## src/rtl/mdbrot_scheduler_if.sv

```systemverilog
// Signal bundle between the frame scheduler, its escape-time engines and the VGA plot port.
// The master modport is the scheduler's view; the slave modport is the engine/VGA side.
interface mdbrot_scheduler_if #(
  parameter int NUM_ENG = 4
);
  logic                  start;
  logic [12:0]           max_iter;
  logic [7:0]            job_x;
  logic [6:0]            job_y;
  logic [12:0]           job_max;
  logic [NUM_ENG-1:0]    job_valid;
  logic [NUM_ENG-1:0]    res_valid;
  logic [13*NUM_ENG-1:0] res_iter;
  logic [NUM_ENG-1:0]    res_ack;
  logic [7:0]            vga_x;
  logic [6:0]            vga_y;
  logic [2:0]            vga_colour;
  logic                  vga_plot;
  logic                  busy;
  logic                  done;

  modport master (
    input  start, max_iter, res_valid, res_iter,
    output job_x, job_y, job_max, job_valid, res_ack,
           vga_x, vga_y, vga_colour, vga_plot, busy, done
  );

  modport slave (
    output start, max_iter, res_valid, res_iter,
    input  job_x, job_y, job_max, job_valid, res_ack,
           vga_x, vga_y, vga_colour, vga_plot, busy, done
  );
endinterface

```

## src/rtl/mdbrot_scheduler.sv

```systemverilog
// Frame scheduler: hands raster pixels to the lowest idle engine and plots results in
// round-robin order, one dispatch and one grant per cycle at most.
module mdbrot_scheduler #(
  parameter int NUM_ENG = 4
) (
  input  logic               clk,
  input  logic               rst,
  mdbrot_scheduler_if.master bus
);
  localparam int         IDX_W  = $clog2(NUM_ENG);
  localparam int         ITER_W = 13;
  localparam logic [7:0] X_LAST = 8'd159;
  localparam logic [6:0] Y_LAST = 7'd119;

  typedef enum logic [1:0] { IDLE, RUN, DRAIN, DONE } state_e;
  typedef logic [IDX_W-1:0]   idx_t;
  typedef logic [NUM_ENG-1:0] eng_vec_t;

  localparam eng_vec_t ONE = eng_vec_t'(1);

  state_e      state_q;
  logic [7:0]  x_q;
  logic [6:0]  y_q;
  eng_vec_t    eng_busy_q, eng_busy_d;
  logic [7:0]  tag_x_q [NUM_ENG];
  logic [6:0]  tag_y_q [NUM_ENG];
  idx_t        rr_q, rr_d;

  logic [12:0] job_max_q;
  logic [7:0]  job_x_q;
  logic [6:0]  job_y_q;
  eng_vec_t    job_valid_q;
  logic [7:0]  vga_x_q;
  logic [6:0]  vga_y_q;
  logic [2:0]  vga_colour_q;
  logic        vga_plot_q;
  logic        busy_q;
  logic        done_q;

  eng_vec_t    eligible, grant_oh, disp_oh;
  logic        grant_found, disp_found, disp_en;
  idx_t        grant_idx, disp_idx, cand;
  logic [ITER_W-1:0] grant_iter;
  logic [2:0]  grant_colour;

  // A result counts only while its engine still owns a pixel; stray strobes are ignored.
  assign eligible = bus.res_valid & eng_busy_q;

  // NOTE: every signal written in a combinational block gets a default first, so no path
  // through the loop leaves it unassigned and infers a latch.
  always_comb begin
    grant_found = 1'b0;
    grant_idx   = '0;
    cand        = '0;
    for (int k = 0; k < NUM_ENG; k++) begin
      cand = idx_t'((int'(rr_q) + k) % NUM_ENG);
      if (!grant_found && eligible[cand]) begin
        grant_found = 1'b1;
        grant_idx   = cand;
      end
    end
  end

  always_comb begin
    disp_found = 1'b0;
    disp_idx   = '0;
    for (int i = 0; i < NUM_ENG; i++) begin
      if (!disp_found && !eng_busy_q[i]) begin
        disp_found = 1'b1;
        disp_idx   = idx_t'(i);
      end
    end
  end

  // Dispatch looks at the pre-grant busy flags, so a freed engine waits one cycle.
  assign disp_en      = (state_q == RUN) && disp_found;
  assign grant_oh     = grant_found ? (ONE << grant_idx) : '0;
  assign disp_oh      = disp_en ? (ONE << disp_idx) : '0;
  assign eng_busy_d   = (eng_busy_q & ~grant_oh) | disp_oh;
  assign rr_d         = !grant_found                       ? rr_q :
                        (grant_idx == idx_t'(NUM_ENG - 1)) ? '0   :
                                                             idx_t'(grant_idx + 1'b1);
  assign grant_iter   = bus.res_iter[ITER_W*int'(grant_idx) +: ITER_W];
  assign grant_colour = (grant_iter == job_max_q) ? 3'd0 : grant_iter[2:0];

  assign bus.res_ack    = rst ? grant_oh : '0;
  assign bus.job_x      = job_x_q;
  assign bus.job_y      = job_y_q;
  assign bus.job_max    = job_max_q;
  assign bus.job_valid  = job_valid_q;
  assign bus.vga_x      = vga_x_q;
  assign bus.vga_y      = vga_y_q;
  assign bus.vga_colour = vga_colour_q;
  assign bus.vga_plot   = vga_plot_q;
  assign bus.busy       = busy_q;
  assign bus.done       = done_q;

  // NOTE: sequential state uses non-blocking assignments so every flop samples the
  // values from before the edge, independent of statement order.
  always_ff @(posedge clk) begin
    if (!rst) begin
      state_q      <= IDLE;
      x_q          <= '0;
      y_q          <= '0;
      eng_busy_q   <= '0;
      rr_q         <= '0;
      job_max_q    <= '0;
      job_x_q      <= '0;
      job_y_q      <= '0;
      job_valid_q  <= '0;
      vga_x_q      <= '0;
      vga_y_q      <= '0;
      vga_colour_q <= '0;
      vga_plot_q   <= 1'b0;
      busy_q       <= 1'b0;
      done_q       <= 1'b0;
      // NOTE: the tag array is a handful of flops, not a RAM, so it is reset with the rest.
      for (int i = 0; i < NUM_ENG; i++) begin
        tag_x_q[i] <= '0;
        tag_y_q[i] <= '0;
      end
    end else begin
      eng_busy_q   <= eng_busy_d;
      rr_q         <= rr_d;
      job_valid_q  <= disp_oh;
      done_q       <= 1'b0;
      vga_plot_q   <= grant_found;
      vga_x_q      <= grant_found ? tag_x_q[grant_idx] : '0;
      vga_y_q      <= grant_found ? tag_y_q[grant_idx] : '0;
      vga_colour_q <= grant_found ? grant_colour : '0;

      case (state_q)
        IDLE: begin
          if (bus.start) begin
            state_q   <= RUN;
            busy_q    <= 1'b1;
            job_max_q <= bus.max_iter;
            x_q       <= '0;
            y_q       <= '0;
          end
        end
        RUN: begin
          if (disp_en) begin
            job_x_q           <= x_q;
            job_y_q           <= y_q;
            tag_x_q[disp_idx] <= x_q;
            tag_y_q[disp_idx] <= y_q;
            if (x_q == X_LAST) begin
              x_q <= '0;
              if (y_q == Y_LAST) state_q <= DRAIN;
              else               y_q     <= y_q + 7'd1;
            end else begin
              x_q <= x_q + 8'd1;
            end
          end
        end
        DRAIN: begin
          // The last grant's plot was registered on the edge that cleared its busy flag.
          if (eng_busy_q == '0) begin
            state_q <= DONE;
            busy_q  <= 1'b0;
            done_q  <= 1'b1;
          end
        end
        DONE:    state_q <= IDLE;
        default: state_q <= IDLE;
      endcase
    end
  end
endmodule

```

## src/flat_wrapper.sv

```systemverilog
// flat-port wrapper written by rule: the top's interface ports become plain ports
module mdbrot_scheduler_flat 
#(
  parameter int NUM_ENG = 4
)
  (clk, rst, bus_start, bus_max_iter, bus_res_valid, bus_res_iter, bus_job_x, bus_job_y, bus_job_max, bus_job_valid, bus_res_ack, bus_vga_x, bus_vga_y, bus_vga_colour, bus_vga_plot, bus_busy, bus_done);
  mdbrot_scheduler_if #(.NUM_ENG(NUM_ENG)) bus_i ();
  input  logic clk;
  input  logic rst;
  input wire logic [$bits(bus_i.start)-1:0] bus_start;
  input wire logic [$bits(bus_i.max_iter)-1:0] bus_max_iter;
  input wire logic [$bits(bus_i.res_valid)-1:0] bus_res_valid;
  input wire logic [$bits(bus_i.res_iter)-1:0] bus_res_iter;
  output wire logic [$bits(bus_i.job_x)-1:0] bus_job_x;
  output wire logic [$bits(bus_i.job_y)-1:0] bus_job_y;
  output wire logic [$bits(bus_i.job_max)-1:0] bus_job_max;
  output wire logic [$bits(bus_i.job_valid)-1:0] bus_job_valid;
  output wire logic [$bits(bus_i.res_ack)-1:0] bus_res_ack;
  output wire logic [$bits(bus_i.vga_x)-1:0] bus_vga_x;
  output wire logic [$bits(bus_i.vga_y)-1:0] bus_vga_y;
  output wire logic [$bits(bus_i.vga_colour)-1:0] bus_vga_colour;
  output wire logic [$bits(bus_i.vga_plot)-1:0] bus_vga_plot;
  output wire logic [$bits(bus_i.busy)-1:0] bus_busy;
  output wire logic [$bits(bus_i.done)-1:0] bus_done;
  assign bus_i.start = bus_start;
  assign bus_i.max_iter = bus_max_iter;
  assign bus_i.res_valid = bus_res_valid;
  assign bus_i.res_iter = bus_res_iter;
  assign bus_job_x = bus_i.job_x;
  assign bus_job_y = bus_i.job_y;
  assign bus_job_max = bus_i.job_max;
  assign bus_job_valid = bus_i.job_valid;
  assign bus_res_ack = bus_i.res_ack;
  assign bus_vga_x = bus_i.vga_x;
  assign bus_vga_y = bus_i.vga_y;
  assign bus_vga_colour = bus_i.vga_colour;
  assign bus_vga_plot = bus_i.vga_plot;
  assign bus_busy = bus_i.busy;
  assign bus_done = bus_i.done;
  mdbrot_scheduler #(.NUM_ENG(NUM_ENG)) u_core (.clk(clk), .rst(rst), .bus(bus_i));
endmodule
```

## config.mk

```make
export PLATFORM = sky130hd
export DESIGN_NAME = mdbrot_scheduler_flat
export DESIGN_NICKNAME = d
export VERILOG_FILES = /design/src/rtl/mdbrot_scheduler_if.sv /design/src/rtl/mdbrot_scheduler.sv /design/src/flat_wrapper.sv
export SDC_FILE = /design/constraint.sdc
export NUM_CORES = 1
export LEC_CHECK = 0
export ABC_AREA = 1
export BUFFER_PORTS_ARGS = -buffer_cell sky130_fd_sc_hd__clkbuf_2
export CAP_MARGIN = 10
export CORE_MARGIN = 2
export CORE_UTILIZATION = 45
export DETAILED_ROUTE_END_ITERATION = 8
export PLACE_DENSITY = 0.71
export SLEW_MARGIN = 10
export SYNTH_ARGS = -nofsm -noshare
export SYNTH_HDL_FRONTEND = slang
export SYNTH_SLANG_ARGS = --single-unit
```

## constraint.sdc

```tcl
create_clock -name clk -period 3.05 [get_ports clk]
set_clock_uncertainty 0.1 [all_clocks]
set_input_delay 0.61 -clock clk [delete_from_list [all_inputs] [get_ports clk]]
set_output_delay 0.61 -clock clk [all_outputs]
set_load 0.02 [all_outputs]
```

* Word-level counts from Yosys, hierarchy flattened *
Memories as Yosys holds them, arrays and structs flattened. A register that Yosys moved wholly into a read port is not among the register bits.
Index checks and enable logic that the tools add are counted.
W data, S select, Z words.

storage, ports and cells
  output and inout bits = 57
  memories kept = 2
  memory bits (writable) = 60
  register bits = 61
  logic and storage cells = 137

memory list
  name            words  bits a word  read ports  clocked after Yosys merged registers in  wr ports  line                    RTL
  u_core.tag_x_q  4      8            1           1                                        4         mdbrot_scheduler.sv:25  logic [7:0] tag_x_q [NUM_ENG];
  u_core.tag_y_q  4      7            1           1                                        4         mdbrot_scheduler.sv:26  logic [6:0] tag_y_q [NUM_ENG];

cells by class
  reductions and logical operators = 32
  add/subtract/negate cells = 6
  multiply operators = 1
  bitwise logic cells = 6
  order comparisons = 4
  eq/ne operators = 13
  multiplexer cells = 57
  shift operators = 3

operators by type and width
  cell                   count
  $shiftx A52 B32 Y13    1
  $mux W7                5
  $mux W8                4
  $mux W2                14
  $mux W1                23
  $pmux W8 S2            1
  $pmux W7 S2            1
  $eq A13 B13 Y1         1
  $lt A2 B3 Y1 const B   4
  $mux W4                3
  $logic_not A1 Y1       10
  $reduce_and A5 Y1      2
  $add A8 B1 Y8 const B  1
  $and A4 B4 Y4          2
  $bmux W1 S2            4
  $eq A8 B8 Y1 const B   1
  $ne A2 B2 Y1 const B   4
  $pmux W2 S4            1
  $reduce_and A2 Y1      4
  $reduce_or A8 Y1       1
  $shl A1 B2 Y4 const A  2
  $add A7 B1 Y7 const B  1
  $eq A7 B7 Y1 const B   1
  $logic_and A1 B1 Y1    7
  16 further kinds       24

* Logic depth before layout (Yosys ltp) *
  depth after elaboration = 18
  depth in mapped cells = 21
  mapped depth without buffers = 20

* Worst setup path after synthesis *
No wires, ideal clock.

  path kind = input-to-output
  start point = input bus_res_valid[3]
  end point = output bus_res_ack[1]
  stages = 12
  data required time = 2.340 ns
  slack = 0.135 ns
  arrival = 2.205 ns
  cell sequence = nand3_1 nand3_1 nand2_2 and2_1 nand2_1 nor2_2 nor2_4 buf_2 buf_2 ha_1 nand2_1 nor2_1

between the ends
  cells in the longest elaborated chain, start to end = 16
  elaborated cells between the ends (all ways) = 26

RTL lines
  element                        line                    RTL
  from (decl)                    flat_wrapper.sv:12      input wire logic [$bits(bus_i.res_valid)-1:0] bus_res_valid;
  $and A4 B4 Y4 *                mdbrot_scheduler.sv:47  assign eligible = bus.res_valid & eng_busy_q;
  $bmux W1 S2                    mdbrot_scheduler.sv:57  if (!grant_found && eligible[cand]) begin
  $mux W1 (not written as such)  mdbrot_scheduler.sv:57
  $mux W1                        mdbrot_scheduler.sv:57
  $logic_not A1 Y1               mdbrot_scheduler.sv:57
  $logic_and A1 B1 Y1            mdbrot_scheduler.sv:57
  $mux W1                        mdbrot_scheduler.sv:57
  $logic_not A1 Y1               mdbrot_scheduler.sv:57
  $logic_and A1 B1 Y1            mdbrot_scheduler.sv:57
  $mux W1                        mdbrot_scheduler.sv:57
  $logic_not A1 Y1               mdbrot_scheduler.sv:57
  $logic_and A1 B1 Y1            mdbrot_scheduler.sv:57
  $mux W2                        mdbrot_scheduler.sv:57
  $shl A1 B2 Y4                  mdbrot_scheduler.sv:77  assign grant_oh = grant_found ? (ONE << grant_idx) : '0;
  $mux W4 *                      mdbrot_scheduler.sv:77
  $mux W4 *                      mdbrot_scheduler.sv:86  assign bus.res_ack = rst ? grant_oh : '0;
  to (decl)                      flat_wrapper.sv:18      output wire logic [$bits(bus_i.res_ack)-1:0] bus_res_ack;

Mark *: on every way between the ends. The rest lies on a longest branch, timed or not. The select of a mux whose other input is x is not followed.

* Worst setup path after layout *
  start point = register u_core.rr_q[0]
  end point = output bus_res_ack[1]

between the ends
  cells in the longest elaborated chain, start to end = 15
  elaborated cells between the ends (all ways) = 28

RTL lines
  element                                                 line                     RTL
  from (decl)                                             mdbrot_scheduler.sv:27   idx_t rr_q, rr_d;
  from (signal assigned)                                  mdbrot_scheduler.sv:124  rr_q <= rr_d;
  branches (longest 13 deep; another with $add A2 B1 Y2)  n/a
  $mux W4 *                                               mdbrot_scheduler.sv:77
  $mux W4 *                                               mdbrot_scheduler.sv:86

Mark *: on every way between the ends. The select of a mux whose other input is x is not followed.

==> impl_metrics.yaml <==
critical_path:
  slowest_stage: "dfxtp_4"
  crit_arrival_ns: 2.23
  cp_cell_sequence: "buf_4, o21ai_4, nand2_2, nand2_1, nand4_2, nand2_4, nand2_4, inv_2, ha_1, nand2_1, nor2_1, buf_4"
  timing.rr.start: "u_core.rr_q[0]"
  r2r_end: "u_core.bus.vga_colour[0]"
  cpPeakStageDelay_ns: 0.39
  end_kind: "primary output"
  cp_data_required_time_ns: 2.34
  startpoint_type: "register"
  endpoint: "bus_res_ack[1]"
  path_max_fanout: 12
  critical_path_class: "register to primary output"
  regToRegSetupSlack_ns: 0.51
  critPathLaunch: "u_core.rr_q[0]"
  reg2regPathDepth: 20
placed_design:
  port_buffers: 128
  gp_routability_congestion: 0.8633
  post-dp-hpwl_mm: 11.57
  place_area_um2: 7417
  placedCellCount: 1144
  pre_cts_ws_ns: 0.2552
yosys:
  ys_seq_elements: 136
  syn_inst: 841
  yosys.cell_types.count: 38
  synth_top_cell_area_share: 0.2759
  synth_seq_area_share: 0.5088
  netlist_area_um2: 6531
  syn_nets: 923
  yosys-top-cells-area: "edfxtp_1 (28%), dfxtp_1 (23%), nor2_1 (10%), nand2_1 (9.9%), nand3_1 (6.4%)"
  avgSynthCellArea_um2: 7.766
  synth_edf_count: 60
  async_reset_ff_frac: 0
  yosysWarnings: 0
  synth_largest_area_cell: "edfxtp_1"
  ys.flop_type: "dfxtp_1"
power_and_ir_drop:
  peakVddDrop_mv: 0.4546
  p_per_area_nw_per_um2: 937.5
  p_total_mw: 7.559
  leakage_nw: 3.636
final_layout:
  diodes: 0
  layout.cells.non_filler: 1176
  final_util: 0.5611
  drive_above_1_share: 0.2177
  nets: 1061
  multi_input_area_um2: 2748
  ff_latch_area_um2: 3333
  fin_area_um2: 8063
  area_growth_pct: 23.45
  num-fill-cells: 1310
sta:
  finalMaxSlewViolations: 0
  setup_ws_ns: 0.1109
  fin_setup_tns_ns: 0
  post-route-period-util: 0.9636
  rsz0062_at_grt: "false"
  period_minus_slack_ns: 2.939
  hold_ws_ns: 0.3560
  worst_pin_slew_ns: 0.7587
  finalSetupViolations: 0
  slew_headroom: 0.4930
  fmax_ghz: 0.3402
  final_hold_viol_count: 0
clock_network:
  htree_levels: 4
  numCtsBuffers: 17
  cts_sinks: 136
  clk_path_buf_depth: 2
  cts_tree: "yes"
  clkTransAtPathRegs_ns: 0.06
  postCtsSetupBuffers: 0
  cts-root-buf: "clkbuf_16"
  clk_latency_ns: 0.42
min_path:
  hold_start: "bus_max_iter[7]"
  whs_path_depth: 3
  hp-class: "primary input to register"
global_routing:
  grtUsageTotal: 0.2215
  grt_pass1_vias: 5567
  grt-ovfl-total: 0
  grt_pass1_wl_mm: 27.52
  antenna_found_initial: 0
  grt_max_degree: 31
die:
  rows: 44
  start_util: 0.4545
  die_h_um: 124.5
  ioPinCount: 129
  die_area_um2: 15490
  coreArea_um2: 14370
  chipWidth_um: 124.5
run:
  drv_cap: 0
route:
  dr_total_vias: 6062
  via_per_inst: 5.155
  drtIter0Drc: 387
  first_pass_iters: 6
  routed_wl_mm: 16.79
  drc: 0
  route.antenna.remaining_nets: 0
  avgRoutedWirePerCell_um: 14.28
run_status:
  status: "finished clean"
## layer usage
layer  global-route usage  share of wire  wire length [um]
met4              0.08063          0.022               374
met1               0.2915           0.44              7400
met3              0.04467          0.061              1026
met2               0.3632           0.48              7988
met5                    0              0                 0
## final cells by class
cell class | count | share of cell area
sequential | 136 | 0.4134
multi-input combinational | 591 | 0.3408
timing repair buffer | 154 | 0.1046
clock buffer | 19 | 0.05757
inverter | 79 | 0.03740
tap | 184 | 0.02855
clock inverter | 13 | 0.01769
## cells in the final DEF (no fill, tap or decap), types with 3 or more instances in the layout
master / instances
o21ai_0: 51
dfxtp_1: 70
clkinv_2: 3
edfxtp_1: 60
buf_4: 29
clkbuf_16: 18
nand3_1: 83
inv_1: 74
nor2_2: 4
clkbuf_2: 124
a21oi_1: 36
a211oi_1: 5
nand4_1: 4
ha_1: 10
dfxtp_2: 5
nand3b_1: 13
nor3b_1: 3
nor2_1: 173
nor3_1: 11
nand2_1: 173
nand2_2: 6
clkinv_4: 4
## cells in the mapped netlist, types with 10 or more instances
cell type / n
a21oi_1: 36
buf_2: 11
clkbuf_1: 16
dfxtp_1: 76
edfxtp_1: 60
ha_1: 10
inv_1: 74
nand2_1: 173
nand3_1: 83
nand3b_1: 13
nor2_1: 175
nor3_1: 11
o21ai_0: 51
## how the worst min path moves through the flow
stage	to	slack [ns]
floorplan	u_core.x_q[4]	0.35
global placement	u_core.bus.job_x[2]	0.36
detailed placement	u_core.bus.job_x[2]	0.36
CTS	u_core.bus.job_max[11]	0.34
global route	u_core.bus.job_max[7]	0.34
finish	u_core.bus.job_max[7]	0.36
## worst max-delay path, delay by kind of cell, from the launching register on
kind,cells,cell delay [ns]
buffers and inverters,3,0.43
AND/OR/NAND/NOR,7,0.66
AO/OA/AOI/OAI,1,0.17
flip-flops,1,0.39
adder cells (fa/ha/maj),1,0.15
## registers in the layout, summed over array words and instances (netlist names)
signal / count
u_core.tag_x_q: 32
u_core.tag_y_q: 28
u_core.bus.job_max: 13
u_core.bus.job_x: 8
u_core.bus.vga_x: 8
u_core.x_q: 8
u_core.bus.job_y: 7
u_core.bus.vga_y: 7
u_core.y_q: 7
u_core.bus.job_valid: 4
u_core.eng_busy_q: 4
u_core.bus.vga_colour: 3
u_core.rr_q: 2
u_core.state_q: 2
u_core.bus.busy: 1
u_core.bus.done: 1
u_core.bus.vga_plot: 1
## report_power, final
group	switching (mW)	internal (mW)	total, mW
sequential	0.158	2.19	2.34
clock	0.787	1.28	2.06
combinational	2.16	0.994	3.15
## kinds of logic (layout without fill, tap and decap cells)
family	after synthesis	after routing	share of synthesized area
AND/OR/NAND/NOR	480	480	0.3159
flip-flops	136	136	0.5088
buffers and inverters	114	265	0.07299
AO/OA/AOI/OAI	100	100	0.08180
adder cells (fa/ha/maj)	10	10	0.01916
XOR/XNOR	1	1	0.001341
## repair_timing
item                                    CTS  global route
endpoints found under the setup margin    4             4
pin swaps                                 0             0
gates resized for setup                   3            17
hold buffers                              0             0
gates cloned                              0             0
(Power assumes the default switching activity.)
